File: config.mk
export PLATFORM = sky130hd
export DESIGN_NAME = exec_sequencer_flat
export DESIGN_NICKNAME = d
export VERILOG_FILES = /design/src/rtl/exec_sequencer_pkg.sv /design/src/rtl/exec_sequencer_if.sv /design/src/rtl/exec_sequencer_cond_eval.sv /design/src/rtl/exec_sequencer.sv /design/src/flat_wrapper.sv
export SDC_FILE = /design/constraint.sdc
export NUM_CORES = 1
export LEC_CHECK = 0
export ABC_AREA = 1
export CORE_MARGIN = 2
export CORE_UTILIZATION = 30
export CTS_CLUSTER_SIZE = 28
export DETAILED_ROUTE_END_ITERATION = 8
export DONT_BUFFER_PORTS = 1
export HOLD_SLACK_MARGIN = 0.15
export MAX_ROUTING_LAYER = met4
export PLACE_DENSITY = 0.51
export SLEW_MARGIN = 5
export SYNTH_ARGS = -nofsm -noshare
export SYNTH_HDL_FRONTEND = slang
export SYNTH_SLANG_ARGS = --single-unit
export TNS_END_PERCENT = 1
File: constraint.sdc
create_clock -name clk -period 1.5 [get_ports clk]
set_input_delay 0.075 -clock clk [delete_from_list [all_inputs] [get_ports clk]]
set_output_delay 0.075 -clock clk [all_outputs]
set_load 0.02 [all_outputs]
File: src/rtl/exec_sequencer_pkg.sv
// Shared types and constants for the execution sequencer: FSM states, ARM condition
// codes and NZCV bit positions.
package core_pkg;

  typedef enum logic [2:0] {
    StIdle,
    StFetch,
    StDecode,
    StExec,
    StMulWait,
    StWb
  } state_e;

  localparam logic [3:0] CondEq = 4'h0;
  localparam logic [3:0] CondNe = 4'h1;
  localparam logic [3:0] CondCs = 4'h2;
  localparam logic [3:0] CondCc = 4'h3;
  localparam logic [3:0] CondMi = 4'h4;
  localparam logic [3:0] CondPl = 4'h5;
  localparam logic [3:0] CondVs = 4'h6;
  localparam logic [3:0] CondVc = 4'h7;
  localparam logic [3:0] CondHi = 4'h8;
  localparam logic [3:0] CondLs = 4'h9;
  localparam logic [3:0] CondGe = 4'hA;
  localparam logic [3:0] CondLt = 4'hB;
  localparam logic [3:0] CondGt = 4'hC;
  localparam logic [3:0] CondLe = 4'hD;
  localparam logic [3:0] CondAl = 4'hE;
  localparam logic [3:0] CondNv = 4'hF;

  localparam int unsigned FlagN = 3;
  localparam int unsigned FlagZ = 2;
  localparam int unsigned FlagC = 1;
  localparam int unsigned FlagV = 0;

endpackage

File: src/rtl/exec_sequencer_if.sv
// Instruction-memory fetch handshake between the sequencer and instruction memory.
interface exec_sequencer_if;
  logic        imem_req;
  logic        imem_ack;
  logic [31:0] imem_rdata;

  modport master (output imem_req, input imem_ack, input imem_rdata);
  modport slave  (input imem_req, output imem_ack, output imem_rdata);
endinterface

File: src/rtl/exec_sequencer_cond_eval.sv
// Combinational ARM condition-field evaluator against an NZCV flag vector.
module cond_eval
  import core_pkg::*;
(
  input  logic [3:0] cond_i,
  input  logic [3:0] flags_i,
  output logic       pass_o
);

  logic n, z, c, v;

  assign n = flags_i[FlagN];
  assign z = flags_i[FlagZ];
  assign c = flags_i[FlagC];
  assign v = flags_i[FlagV];

  always_comb begin
    pass_o = 1'b0;
    unique case (cond_i)
      CondEq:  pass_o = z;
      CondNe:  pass_o = ~z;
      CondCs:  pass_o = c;
      CondCc:  pass_o = ~c;
      CondMi:  pass_o = n;
      CondPl:  pass_o = ~n;
      CondVs:  pass_o = v;
      CondVc:  pass_o = ~v;
      CondHi:  pass_o = c & ~z;
      CondLs:  pass_o = ~c | z;
      CondGe:  pass_o = (n == v);
      CondLt:  pass_o = (n != v);
      CondGt:  pass_o = ~z & (n == v);
      CondLe:  pass_o = z | (n != v);
      CondAl:  pass_o = 1'b1;
      default: pass_o = 1'b0;
    endcase
  end

endmodule

File: src/rtl/exec_sequencer.sv
// Multi-cycle instruction sequencer: fetch, decode window, condition check, multiply
// stall and write-back strobes. All outputs are registered.
module exec_sequencer
  import core_pkg::*;
#(
  parameter int unsigned MULT_CYCLES = 4
) (
  input  logic                   clk,
  input  logic                   rst_n,
  exec_sequencer_if.master       imem,
  input  logic                   start_i,
  input  logic                   halt_i,
  output logic [31:0]            instr_o,
  output logic                   dec_active_o,
  input  logic                   dec_reg_w_i,
  input  logic                   dec_mult_hot_i,
  input  logic                   dec_s_on_i,
  input  logic [3:0]             alu_flags_i,
  output logic [3:0]             flags_o,
  output logic                   cond_pass_o,
  output logic                   reg_we_o,
  output logic                   pc_we_o,
  output logic                   busy_o,
  output logic [31:0]            retired_o
);

  localparam logic [3:0] CntLoad = 4'(MULT_CYCLES - 1);

  state_e      state_q, state_d;
  logic [31:0] instr_q, retired_q;
  logic [3:0]  flags_q, cnt_q;
  logic        cond_pass_q, reg_w_q, s_on_q;
  logic        imem_req_q, dec_active_q, busy_q, reg_we_q, pc_we_q;
  logic        reg_w_d, pass;

  cond_eval u_cond_eval (
    .cond_i  (instr_q[31:28]),
    .flags_i (flags_q),
    .pass_o  (pass)
  );

  always_comb begin
    state_d = state_q;
    unique case (state_q)
      StIdle:    if (start_i) state_d = StFetch;
      StFetch:   if (imem.imem_ack) state_d = StDecode;
      StDecode:  state_d = StExec;
      StExec:    state_d = (cond_pass_q && dec_mult_hot_i) ? StMulWait : StWb;
      StMulWait: if (cnt_q == 4'd0) state_d = StWb;
      StWb:      state_d = halt_i ? StIdle : StFetch;
      default:   state_d = StIdle;
    endcase
  end

  // The write strobe for the EXEC->WB edge must see the decoder value sampled on that edge.
  assign reg_w_d = (state_q == StExec) ? dec_reg_w_i : reg_w_q;

  always_ff @(posedge clk or negedge rst_n) begin
    if (!rst_n) begin
      state_q      <= StIdle;
      instr_q      <= '0;
      flags_q      <= '0;
      retired_q    <= '0;
      cnt_q        <= '0;
      cond_pass_q  <= 1'b0;
      reg_w_q      <= 1'b0;
      s_on_q       <= 1'b0;
      imem_req_q   <= 1'b0;
      dec_active_q <= 1'b0;
      busy_q       <= 1'b0;
      reg_we_q     <= 1'b0;
      pc_we_q      <= 1'b0;
    end else begin
      state_q      <= state_d;
      imem_req_q   <= (state_d == StFetch);
      dec_active_q <= (state_d inside {StDecode, StExec, StMulWait});
      busy_q       <= (state_d != StIdle);
      pc_we_q      <= (state_d == StWb);
      reg_we_q     <= (state_d == StWb) && cond_pass_q && reg_w_d;

      if (state_q == StFetch && imem.imem_ack) instr_q <= imem.imem_rdata;
      if (state_q == StDecode) cond_pass_q <= pass;
      if (state_q == StExec) begin
        reg_w_q <= dec_reg_w_i;
        s_on_q  <= dec_s_on_i;
        if (cond_pass_q && dec_mult_hot_i) cnt_q <= CntLoad;
      end
      if (state_q == StMulWait && cnt_q != 4'd0) cnt_q <= cnt_q - 4'd1;
      if (state_q == StWb && cond_pass_q) begin
        retired_q <= retired_q + 32'd1;
        if (s_on_q) flags_q <= alu_flags_i;
      end
    end
  end

  assign imem.imem_req = imem_req_q;
  assign instr_o       = instr_q;
  assign dec_active_o  = dec_active_q;
  assign flags_o       = flags_q;
  assign cond_pass_o   = cond_pass_q;
  assign reg_we_o      = reg_we_q;
  assign pc_we_o       = pc_we_q;
  assign busy_o        = busy_q;
  assign retired_o     = retired_q;

endmodule

File: src/flat_wrapper.sv
// flat-port wrapper written by rule: the top's interface ports become plain ports
module exec_sequencer_flat import core_pkg::*;
#(
  parameter int unsigned MULT_CYCLES = 4
)
  (clk, rst_n, start_i, halt_i, instr_o, dec_active_o, dec_reg_w_i, dec_mult_hot_i, dec_s_on_i, alu_flags_i, flags_o, cond_pass_o, reg_we_o, pc_we_o, busy_o, retired_o, imem_imem_req, imem_imem_ack, imem_imem_rdata);
  exec_sequencer_if imem_i ();
  input  logic clk;
  input  logic rst_n;
  input  logic start_i;
  input  logic halt_i;
  output logic [31:0] instr_o;
  output logic dec_active_o;
  input  logic dec_reg_w_i;
  input  logic dec_mult_hot_i;
  input  logic dec_s_on_i;
  input  logic [3:0] alu_flags_i;
  output logic [3:0] flags_o;
  output logic cond_pass_o;
  output logic reg_we_o;
  output logic pc_we_o;
  output logic busy_o;
  output logic [31:0] retired_o;
  output wire logic [$bits(imem_i.imem_req)-1:0] imem_imem_req;
  input wire logic [$bits(imem_i.imem_ack)-1:0] imem_imem_ack;
  input wire logic [$bits(imem_i.imem_rdata)-1:0] imem_imem_rdata;
  assign imem_imem_req = imem_i.imem_req;
  assign imem_i.imem_ack = imem_imem_ack;
  assign imem_i.imem_rdata = imem_imem_rdata;
  exec_sequencer #(.MULT_CYCLES(MULT_CYCLES)) u_core (.clk(clk), .rst_n(rst_n), .imem(imem_i), .start_i(start_i), .halt_i(halt_i), .instr_o(instr_o), .dec_active_o(dec_active_o), .dec_reg_w_i(dec_reg_w_i), .dec_mult_hot_i(dec_mult_hot_i), .dec_s_on_i(dec_s_on_i), .alu_flags_i(alu_flags_i), .flags_o(flags_o), .cond_pass_o(cond_pass_o), .reg_we_o(reg_we_o), .pc_we_o(pc_we_o), .busy_o(busy_o), .retired_o(retired_o));
endmodule
==> results.md <==
* Top cell type's share of synthesized area at a little over half
* First-pass GRT wire length at 15860 µm
* Synth top cells by count: 105 x nand2_1, 83 x dfrtp_1, 50 x nor2_1
* Antenna fix cells at 0
* Starting Density at 30.94%
* Yosys cell types at 30
* Worst R2R Setup Slack at 0.04 ns
* Final Critical Period at 1.465 ns
* CTS H-Tree Depth at 3
* CTS Sinks at 83
* Crit path kind: reg -> reg
* Async set-or-reset flop fraction in the synthesized netlist at 100.0%
* Max Clk Rate at around 700 MHz
* Final WL at 9607 µm
* Fin crit share at 97.66%
* Slew Viols, Final at 0
* Syn Inst Count at 416
* Pwr Total at about 8600 µW
* Yosys warnings at 0
* Die area at 14000 µm²
* Place WS at -0.01672 ns
* Largest net degree at the start of global routing at between 80 and 90
* Worst hold-check path type: in -> async
* Syn_nets at 462
* MaxCap Viol Count at 0
* CTS buffer count at 9
* Count leader, synth: nand2_1
* Synth Register Bits at 83
* Gpl congestion at 0.7921
* Worst Path Required at 1.73 ns
* Routed Antenna Nets at 0
* Vias/cell at 4.472
* Fin. Hold Viols at 83
* Port Buffers at 0
* Initial DRC count at 158
* Worst slew margin at about four fifths
* Startpoint types: flop
* Worst setup EP type: flop
* Drt first pass iters at 5
* Area grow syn2layout at 37.44%
* Measured slew at the worst slew-check pin at 0.3167 ns
* Congestion Overflow GR at 0
* # DRC at 0
* Post-DP HPWL at 6819 µm
* Via count at 3153
* Syn avg cell area at around 9.4 µm²
* CTS tree: built
* Final hold slack at -0.5736 ns
* Post-synth EDFFs at 0
* Synth area leader: dfrtp_1
* Die W at between 100 and 150 µm
* Die Y at 118.3 µm
* WP data arrival at 1.69 ns
* Worst skew pair latency at 0.34 ns
* WL met1 at 4031 µm
* Highest metal used: met4
* RSZ-0062 raised after global routing: true
* Setup ws final at 0.03509 ns
* Nets at 574
* Root Buffer: clkbuf_16
* Top post-synthesis cells by area: dfrtp_1 53%, nand2_1 10%, mux2_2 8.9%
* Initial antenna violation count at 0
* Post-cts hold buffer count at 42
* Final setup violating endpoints at 0
* Synthesized cell area at 3920 µm²
* CORE AREA at 12670 µm²
* Vias in the first global route at about 3200
* Maximum VDD drop at 0.8866 mV
* Wire length per cell at 13.63 µm
* PwrDens at 1602 nW/µm²
* Reg clk slew, reported paths at about 0.060 ns
* Worst-path fanout max at 3
* FP Rows at 41
* Met3 WL at approximately 670 µm
* Main synth FF type: dfrtp_1
* Gr usage total at 14.72%
* I/O pin count at 118
* Final Skew at roughly 0.0058 ns
* Clock buffer depth at 2
* Layout cells sized above 1 at 27.58%
* Leakage at 0.002600 µW
* Outcome: finished with violations
* Failing checks: hold timing
* Seq/Total Area, Yosys at 52.98%
* Metal2 WL at 4824 µm
==> final timing paths <==
check                               startpoint  cells past startpoint                    to
setup / recovery             u_core.state_q[1]                      8  u_core.retired_o[28]
hold / removal                           rst_n                      0   u_core.retired_o[9]
min in group clk           imem_imem_rdata[13]                      2    u_core.instr_o[13]
hold reg to reg                 u_core.reg_w_q                      1        u_core.reg_w_q
max in group asynchronous                rst_n                      0   u_core.retired_o[1]
setup reg to reg             u_core.state_q[1]                      8  u_core.retired_o[28]
==> per-stage QoR <==
stage | hold slack (ns) | utilization, % | cells | setup TNS [ns] | area [µm²]
after floorplan | -0.2206 | - | 416 | 0 | 3924
after global placement | -0.2184 | 35.96 | 641 | 0 | 4557
after detailed placement | -0.2188 | 35.96 | 641 | -0.01672 | 4557
after CTS | -0.5958 | 41.69 | 699 | 0 | 5283
after global routing | -0.5979 | 42.52 | 705 | -0.3026 | 5388
final | -0.5736 | 42.52 | 705 | 0 | 5388
==> cell type report <==
| type | count | area [µm²] |
|---|---|---|
| clock inverter | 5 | 52.55 |
| fill | 1271 | 7283 |
| timing repair buffer | 105 | 905.9 |
| sequential | 83 | 2082 |
| tap | 172 | 215.2 |
| inverter | 40 | 150.1 |
| multi-input combinational | 289 | 1739 |
| clock buffer | 11 | 242.7 |
==> cell families (layout without fill, tap and decap cells) <==
group | count (synthesis) | after routing | share of synthesized area [%]
flops | 83 | 83 | 52.98
xor+xnor | 25 | 25 | 5.586
fa+ha+maj | 2 | 2 | 0.6383
simple gates | 210 | 210 | 24.64
mux | 31 | 31 | 8.905
compound gates | 21 | 21 | 2.841
buf+inv | 44 | 161 | 4.405
==> power breakdown <==
part           leakage, µW  switching [µW]  internal (µW)
combinational      0.00141            1170           1140
clock             0.000145             896           1330
sequential         0.00105            1160           2940
total              0.00260            3230           5400
==> state kept, by name, summed over array words and instances (netlist names) <==
name                  flops
u_core.reg_we_o           1
u_core.s_on_q             1
u_core.imem.imem_req      1
u_core.pc_we_o            1
u_core.reg_w_q            1
u_core.cond_pass_o        1
u_core.flags_o            4
u_core.cnt_q              4
u_core.retired_o         32
u_core.state_q            3
u_core.instr_o           32
u_core.dec_active_o       1
u_core.busy_o             1
==> critical path, cell delays in order, from the launching register on <==
cell	delay, ns
dfrtp_1	0.39
inv_2	0.08
nand4_4	0.15
nor2_4	0.22
nand2_4	0.09
nor2_4	0.14
nand2_2	0.10
o21ai_2	0.11
nand2_1	0.06
==> routing by layer <==
| layer | global-route usage, % | up-vias |
|---|---|---|
| met5 | - | - |
| met3 | 5.743 | 11 |
| met1 | 16.96 | 1482 |
| met2 | 23.77 | 102 |
| li1 | - | 1558 |
| met4 | 4.367 | 0 |
==> timing repair <==
item / in CTS / in global routing
buffers inserted: 0 / 6
pin swaps: 1 / 5
endpoints found under the hold margin: 132 / 83
resized for setup: 4 / 17
endpoints found under the setup margin: 2 / 22
==> placed cells by master, fill, tap and decap left out, types with 2 or more instances in the layout <==
cell type / Yosys / final
nor3_1: 5 / 4
clkbuf_16: 0 / 9
nand4_1: 3 / 3
nor2_2: 4 / 8
o22ai_1: 3 / 3
nand3b_1: 2 / 2
o21ai_0: 5 / 3
nand2_1: 105 / 103
buf_4: 1 / 62
nand3_2: 1 / 4
a21oi_1: 8 / 8
dfrtp_1: 83 / 79
nand2_2: 2 / 3
dlygate4sd3_1: 0 / 42
xor2_1: 12 / 12
xnor2_1: 13 / 13
nor2_4: 4 / 4
nand3_1: 25 / 22
o21ai_2: 0 / 3
inv_1: 40 / 39
nor2_1: 50 / 46
dfrtp_2: 0 / 4
o21ai_1: 4 / 3
clkinv_2: 0 / 3
mux2_2: 31 / 31
nand2_4: 3 / 4
Note: power is estimated with default switching activity, not from simulation.
